--- config.mk ---
export PLATFORM = sky130hd
export DESIGN_NAME = mem_access_unit_flat
export DESIGN_NICKNAME = d
export VERILOG_FILES = /design/src/rtl/mem_access_unit_if.sv /design/src/rtl/mem_access_unit.sv /design/src/flat_wrapper.sv
export SDC_FILE = /design/constraint.sdc
export NUM_CORES = 1
export LEC_CHECK = 0
export BUFFER_PORTS_ARGS = -buffer_cell sky130_fd_sc_hd__buf_4
export CORE_MARGIN = 2
export CORE_UTILIZATION = 50
export DETAILED_ROUTE_END_ITERATION = 7
export PLACE_DENSITY = 0.79
export SKIP_LAST_GASP = 1
export SYNTH_ARGS = -nofsm -noshare
export SYNTH_HDL_FRONTEND = slang
export SYNTH_SLANG_ARGS = --single-unit
--- constraint.sdc ---
create_clock -name clk -period 20.9 [get_ports clk]
set_input_delay 4.18 -clock clk [delete_from_list [all_inputs] [get_ports clk]]
set_output_delay 4.18 -clock clk [all_outputs]
set_load 0.03 [all_outputs]
--- src/rtl/mem_access_unit_if.sv ---
// mem_access_unit_if
//   Bundles the pipeline request/response channel and the data-memory port
//   of mem_access_unit.
//   slave  : view taken by mem_access_unit (consumes requests, drives memory)
//   master : view taken by the environment (pipeline + memory model)
//   Request : req_valid, req_write, funct3[2:0], req_addr[63:0], req_wdata[63:0], req_ready
//   Response: resp_valid, resp_rdata[63:0], resp_fault
//   Memory  : mem_read, mem_write, mem_address[63:0], mem_write_data[63:0], mem_read_data[63:0]
interface mem_access_unit_if;
  logic        req_valid;
  logic        req_write;
  logic [2:0]  funct3;
  logic [63:0] req_addr;
  logic [63:0] req_wdata;
  logic        req_ready;
  logic        resp_valid;
  logic [63:0] resp_rdata;
  logic        resp_fault;
  logic        mem_read;
  logic        mem_write;
  logic [63:0] mem_address;
  logic [63:0] mem_write_data;
  logic [63:0] mem_read_data;

  modport slave (
    input  req_valid, req_write, funct3, req_addr, req_wdata, mem_read_data,
    output req_ready, resp_valid, resp_rdata, resp_fault,
           mem_read, mem_write, mem_address, mem_write_data
  );

  modport master (
    output req_valid, req_write, funct3, req_addr, req_wdata, mem_read_data,
    input  req_ready, resp_valid, resp_rdata, resp_fault,
           mem_read, mem_write, mem_address, mem_write_data
  );
endinterface

--- src/rtl/mem_access_unit.sv ---
// mem_access_unit
//   MEM-stage initiator for a doubleword-wide data memory. Accepts RISC-V
//   loads/stores with byte addresses, extracts and extends load lanes,
//   performs read-modify-write for B/H/W stores and flags misaligned,
//   out-of-range or illegal accesses.
//   Ports:
//     clk   : single clock, posedge
//     reset : asynchronous, active-high
//     bus   : mem_access_unit_if.slave (request, response and memory port)
module mem_access_unit #(
  parameter int unsigned MEM_DEPTH = 256
) (
  input  logic              clk,
  input  logic              reset,
  mem_access_unit_if.slave  bus
);

  typedef enum logic {IDLE, RMW_WR} state_t;

  state_t      state_q, state_d;
  logic        resp_valid_q, resp_valid_d;
  logic [63:0] resp_rdata_q, resp_rdata_d;
  logic        resp_fault_q, resp_fault_d;
  logic [63:0] merge_q, merge_d;
  logic [63:0] idx_q, idx_d;

  logic [2:0]  off;
  logic [63:0] idx;
  logic        illegal, misaligned, out_of_range, fault, partial;
  logic [63:0] lane, load_ext;
  logic [7:0]  byte_en;
  logic [63:0] lane_mask, wdata_sh, merged;

  assign off = bus.req_addr[2:0];
  assign idx = {3'b000, bus.req_addr[63:3]};

  // Access decode: legality, alignment and range.
  always_comb begin
    illegal      = (bus.funct3 == 3'b111) || (bus.req_write && bus.funct3[2]);
    out_of_range = (idx >= 64'(MEM_DEPTH));
    case (bus.funct3[1:0])
      2'b01:   misaligned = off[0];
      2'b10:   misaligned = (off[1:0] != 2'b00);
      2'b11:   misaligned = (off != 3'b000);
      default: misaligned = 1'b0;
    endcase
    fault   = illegal || misaligned || out_of_range;
    partial = bus.req_write && (bus.funct3[1:0] != 2'b11);
  end

  // Load lane select and extension.
  always_comb begin
    lane = bus.mem_read_data >> {off, 3'b000};
    case (bus.funct3)
      3'b000:  load_ext = {{56{lane[7]}},  lane[7:0]};
      3'b001:  load_ext = {{48{lane[15]}}, lane[15:0]};
      3'b010:  load_ext = {{32{lane[31]}}, lane[31:0]};
      3'b100:  load_ext = {56'd0, lane[7:0]};
      3'b101:  load_ext = {48'd0, lane[15:0]};
      3'b110:  load_ext = {32'd0, lane[31:0]};
      default: load_ext = lane;
    endcase
  end

  // Byte-lane merge of store data into the old doubleword.
  always_comb begin
    case (bus.funct3[1:0])
      2'b00:   byte_en = 8'h01;
      2'b01:   byte_en = 8'h03;
      2'b10:   byte_en = 8'h0F;
      default: byte_en = 8'hFF;
    endcase
    byte_en   = byte_en << off;
    lane_mask = '0;
    for (int unsigned i = 0; i < 8; i++)
      lane_mask[i*8 +: 8] = {8{byte_en[i]}};
    wdata_sh = bus.req_wdata << {off, 3'b000};
    merged   = (bus.mem_read_data & ~lane_mask) | (wdata_sh & lane_mask);
  end

  always_comb begin
    state_d            = state_q;
    resp_valid_d       = 1'b0;
    resp_rdata_d       = '0;
    resp_fault_d       = 1'b0;
    merge_d            = merge_q;
    idx_d              = idx_q;
    bus.req_ready      = 1'b0;
    bus.mem_read       = 1'b0;
    bus.mem_write      = 1'b0;
    bus.mem_address    = idx;
    bus.mem_write_data = bus.req_wdata;
    case (state_q)
      IDLE: begin
        bus.req_ready = 1'b1;
        if (bus.req_valid) begin
          if (fault) begin
            resp_valid_d = 1'b1;
            resp_fault_d = 1'b1;
          end else if (!bus.req_write) begin
            bus.mem_read = 1'b1;
            resp_valid_d = 1'b1;
            resp_rdata_d = load_ext;
          end else if (!partial) begin
            bus.mem_write = 1'b1;
            resp_valid_d  = 1'b1;
          end else begin
            bus.mem_read = 1'b1;
            merge_d      = merged;
            idx_d        = idx;
            state_d      = RMW_WR;
          end
        end
      end
      RMW_WR: begin
        bus.mem_write      = 1'b1;
        bus.mem_address    = idx_q;
        bus.mem_write_data = merge_q;
        resp_valid_d       = 1'b1;
        state_d            = IDLE;
      end
      default: state_d = IDLE;
    endcase
    // Strobes must be quiet while reset is held, even though the request
    // path is otherwise combinational from the pipeline.
    if (reset) begin
      bus.mem_read  = 1'b0;
      bus.mem_write = 1'b0;
    end
  end

  always_ff @(posedge clk or posedge reset) begin
    if (reset) begin
      state_q      <= IDLE;
      resp_valid_q <= 1'b0;
      resp_rdata_q <= '0;
      resp_fault_q <= 1'b0;
      merge_q      <= '0;
      idx_q        <= '0;
    end else begin
      state_q      <= state_d;
      resp_valid_q <= resp_valid_d;
      resp_rdata_q <= resp_rdata_d;
      resp_fault_q <= resp_fault_d;
      merge_q      <= merge_d;
      idx_q        <= idx_d;
    end
  end

  assign bus.resp_valid = resp_valid_q;
  assign bus.resp_rdata = resp_rdata_q;
  assign bus.resp_fault = resp_fault_q;

endmodule

--- src/flat_wrapper.sv ---
// flat-port wrapper written by rule: the top's interface ports become plain ports
module mem_access_unit_flat 
#(
  parameter int unsigned MEM_DEPTH = 256
)
  (clk, reset, bus_req_valid, bus_req_write, bus_funct3, bus_req_addr, bus_req_wdata, bus_mem_read_data, bus_req_ready, bus_resp_valid, bus_resp_rdata, bus_resp_fault, bus_mem_read, bus_mem_write, bus_mem_address, bus_mem_write_data);
  mem_access_unit_if bus_i ();
  input  logic clk;
  input  logic reset;
  input wire logic [$bits(bus_i.req_valid)-1:0] bus_req_valid;
  input wire logic [$bits(bus_i.req_write)-1:0] bus_req_write;
  input wire logic [$bits(bus_i.funct3)-1:0] bus_funct3;
  input wire logic [$bits(bus_i.req_addr)-1:0] bus_req_addr;
  input wire logic [$bits(bus_i.req_wdata)-1:0] bus_req_wdata;
  input wire logic [$bits(bus_i.mem_read_data)-1:0] bus_mem_read_data;
  output wire logic [$bits(bus_i.req_ready)-1:0] bus_req_ready;
  output wire logic [$bits(bus_i.resp_valid)-1:0] bus_resp_valid;
  output wire logic [$bits(bus_i.resp_rdata)-1:0] bus_resp_rdata;
  output wire logic [$bits(bus_i.resp_fault)-1:0] bus_resp_fault;
  output wire logic [$bits(bus_i.mem_read)-1:0] bus_mem_read;
  output wire logic [$bits(bus_i.mem_write)-1:0] bus_mem_write;
  output wire logic [$bits(bus_i.mem_address)-1:0] bus_mem_address;
  output wire logic [$bits(bus_i.mem_write_data)-1:0] bus_mem_write_data;
  assign bus_i.req_valid = bus_req_valid;
  assign bus_i.req_write = bus_req_write;
  assign bus_i.funct3 = bus_funct3;
  assign bus_i.req_addr = bus_req_addr;
  assign bus_i.req_wdata = bus_req_wdata;
  assign bus_i.mem_read_data = bus_mem_read_data;
  assign bus_req_ready = bus_i.req_ready;
  assign bus_resp_valid = bus_i.resp_valid;
  assign bus_resp_rdata = bus_i.resp_rdata;
  assign bus_resp_fault = bus_i.resp_fault;
  assign bus_mem_read = bus_i.mem_read;
  assign bus_mem_write = bus_i.mem_write;
  assign bus_mem_address = bus_i.mem_address;
  assign bus_mem_write_data = bus_i.mem_write_data;
  mem_access_unit #(.MEM_DEPTH(MEM_DEPTH)) u_core (.clk(clk), .reset(reset), .bus(bus_i));
endmodule
==> flow_summary.ini <==
[detailed_routing]
dr.pass1.iters = 8
drc = 0
postRouteAntennaNets = 0
routedWlPerCell_um = 24.9
drtIter0Drc = 1106
drt_wl_total_mm = 44.6
via_per_inst = 6.02
vias = 10800

[yosys]
ys.flop_type = dfrtp_1
yosys_warnings = 0
synth_cell_type_count = 49
synth_edf_count = 0
async_reset_ff_share_pct = 100
syn_area_per_cell_um2 = 11.1
syn-cell-area_um2 = 12500
ys_seq_area_share_pct = 38.6
ys_ff_latch = 192
synthCells = 1120

[layout]
fin_cells = 1789
synthToLayoutAreaGrowth_pct = 29.6
nFillCells = 1958
mostFrequentLayoutCell = buf_4
post-route-util_pct = 66.2
drive_gt1_share_pct = 51.7
design_area_um2 = 16100
fin_nets = 1648
final_cell_mix = buf_4 (408), mux2_2 (259), dfrtp_1 (191)

[critical_path]
path_cells = buf_4 > a21oi_1 > o22ai_1 > or4_4 > nand2b_1 > a2111oi_0 > buf_4
regToRegEndpoint = u_core.merge_q[50]$_DFFE_PP0P_
timing.rr.start = u_core.state_q$_DFF_PP0_
max_stage_delay_ps = 530
endpoint_kind = output port
path_max_fanout = 65
required_ps = 16720
path_buf_inv = 2
reg2reg_depth = 6
slowest_stage = or4_4
arrival_ps = 6280
cp-start-kind = primary input
crit_type = primary input to output port
path_common_cell = buf_4
crit_family = compound AO/OA/AOI/OAI gates
regToRegSetupSlack_ps = 17170

[sta]
rsz0062_at_grt = no
setup_viol = 0
finalHoldViolCount = 0
period_minus_slack_ps = 10460
skew_ps = 18.4
finalCritPeriodShare_pct = 50.0
worst_pin_slew_ps = 1020
timing.max_slew.rel_slack_pct = 32.3
timing.fmax_mhz = 95.6
setup_tns_ps = 0
slew_violations = 0

[grt]
first_global_vias = 10600
antenna_found_initial = 4
grt_pass1_wl_mm = 66.4
overflow = 0
grt.total_usage_pct = 33.6
grt_max_degree = 124

[floorplanning]
core_area_um2 = 24400
dieArea_um2 = 26200
dieHeight_um = 162
die_w_um = 162
ios = 396
rows = 57
initial_core_util_pct = 51.1

[power]
power_switching_mw = 0.292
power_frac_comb_pct = 24.4
pwr_density_cell_nw_per_um2 = 58.5
sw_frac_of_total_pct = 30.9
ir_drop_v = 0.0000369
leakage_nw = 7.70
p_int_mw = 0.653
sequentialPowerShare_pct = 39.3
clockPowerShare_pct = 36.3

[placement]
place_area_um2 = 15500
hpwl_mm = 33.4
gp_congestion = 0.939
place_inst = 1754
portBuffers = 392

[cts]
hold_buffers = 0
cts.htree.levels = 4
cts_tree = built
cts_sinks = 192
cts_buffer_depth = 2
post_cts_buffers = 0
numCtsBuffers = 17
cts-root-buf = clkbuf_16
cts_resized = 0
clock_latency_ps = 440
clk_pin_slew_ps = 70

[min_path]
worstHoldEndpoint = u_core.idx_q[53]$_DFFE_PP0P_
hold_path_class = flip-flop to flip-flop
hold_depth = 1
worstHoldStart = u_core.idx_q[53]$_DFFE_PP0P_

[status]
outcome = finished clean

[job]
cap_violations = 0
==> worst max-delay path by stage <==
stage | start | endpoint | slack [ps] | cells after the start
after floorplan | reset | bus_mem_write | 7680 | 3
after global placement | bus_req_addr[0] | bus_mem_read | 10430 | 7
after detailed placement | bus_req_addr[0] | bus_mem_read | 10400 | 7
after CTS | bus_req_addr[0] | bus_mem_read | 10400 | 7
after global routing | bus_req_addr[0] | bus_mem_read | 10260 | 7
final | bus_req_addr[2] | bus_mem_read | 10440 | 7
==> logic make-up (layout without fill, tap and decap cells) <==
group | after synthesis | after routing | share of synthesized area [%]
muxes | 382 | 382 | 37.4
other | 1 | 7 | 0.0301
AOI/OAI and AO/OA | 172 | 172 | 9.07
and+or+nand+nor | 261 | 261 | 11.0
buffers and inverters | 112 | 451 | 3.95
DFF | 192 | 192 | 38.6
==> cell usage after synthesis, types with 2 or more instances <==
| library cell | n | area [um2] |
|---|---|---|
| o22ai_1 | 9 | 56.3 |
| a2111oi_0 | 2 | 17.5 |
| o2bb2ai_1 | 15 | 131 |
| buf_1 | 9 | 33.8 |
| a32o_1 | 7 | 70.1 |
| nor3_1 | 38 | 190 |
| nand2b_1 | 11 | 68.8 |
| a32oi_1 | 3 | 26.3 |
| o32a_1 | 4 | 40.0 |
| a211oi_1 | 18 | 135 |
| nor4_1 | 14 | 87.6 |
| and2_1 | 10 | 62.6 |
| mux2i_1 | 82 | 821 |
| o21ai_0 | 18 | 90.1 |
| a21oi_1 | 70 | 350 |
| nand2_1 | 63 | 236 |
| or2_2 | 3 | 18.8 |
| clkbuf_1 | 47 | 176 |
| a2bb2oi_1 | 4 | 35.0 |
| nand4_1 | 4 | 25.0 |
| nand3_1 | 3 | 15.0 |
| buf_4 | 6 | 45.0 |
| nor2b_1 | 67 | 419 |
| o32ai_1 | 5 | 43.8 |
| dfrtp_1 | 192 | 4800 |
| a22oi_1 | 9 | 67.6 |
| buf_2 | 39 | 195 |
| mux2_2 | 259 | 2920 |
| inv_1 | 10 | 37.5 |
| mux4_2 | 41 | 923 |
| nor2_1 | 40 | 150 |
==> flip-flops by register name, summed over array words and instances, names as in the netlist <==
register and flops:
u_core.bus.resp_valid 1, u_core.idx_q 61, u_core.bus.resp_fault 1, u_core.bus.resp_rdata 64, u_core.state_q 1, u_core.merge_q 64
==> final cells by class <==
type / instances / area, um2 / share of cell area, %
Antenna cell: 4 / 10.0 / 0.0620
Timing Repair Buffer: 409 / 3070 / 19.0
Multi-Input combinational cell: 818 / 7180 / 44.5
Clock buffer: 17 / 425 / 2.63
Inverter: 11 / 48.8 / 0.302
Tap cell: 324 / 405 / 2.51
Sequential cell: 192 / 4810 / 29.8
Clock inverter: 14 / 195 / 1.21
==> per-stage QoR <==
stage	hold slack, ps	total power, mW	worst slack (ps)
after floorplan	458	0.510	7680
after detailed placement	487	0.604	10400
after global placement	481	0.602	10430
after CTS	504	0.946	10400
after global routing	516	0.976	10260
final	499	0.945	10440
==> power by group through the flow <==
stage | clock, mW | sequential [mW] | combinational, mW
global placement | 0 | 0.379 | 0.223
detailed placement | 0 | 0.379 | 0.225
floorplan | 0 | 0.379 | 0.131
global route | 0.363 | 0.371 | 0.242
finish | 0.343 | 0.371 | 0.230
CTS | 0.348 | 0.371 | 0.226
==> layer usage <==
| metal | track usage, % | up-vias | wire length, um |
|---|---|---|---|
| li1 | - | 4798 | - |
| met1 | 47.6 | 5208 | 18200 |
| met2 | 50.9 | 665 | 20000 |
| met3 | 6.64 | 106 | 4440 |
| met4 | 13.8 | 0 | 1870 |
| met5 | 0 | - | 0 |
(Power assumes the default switching activity.)
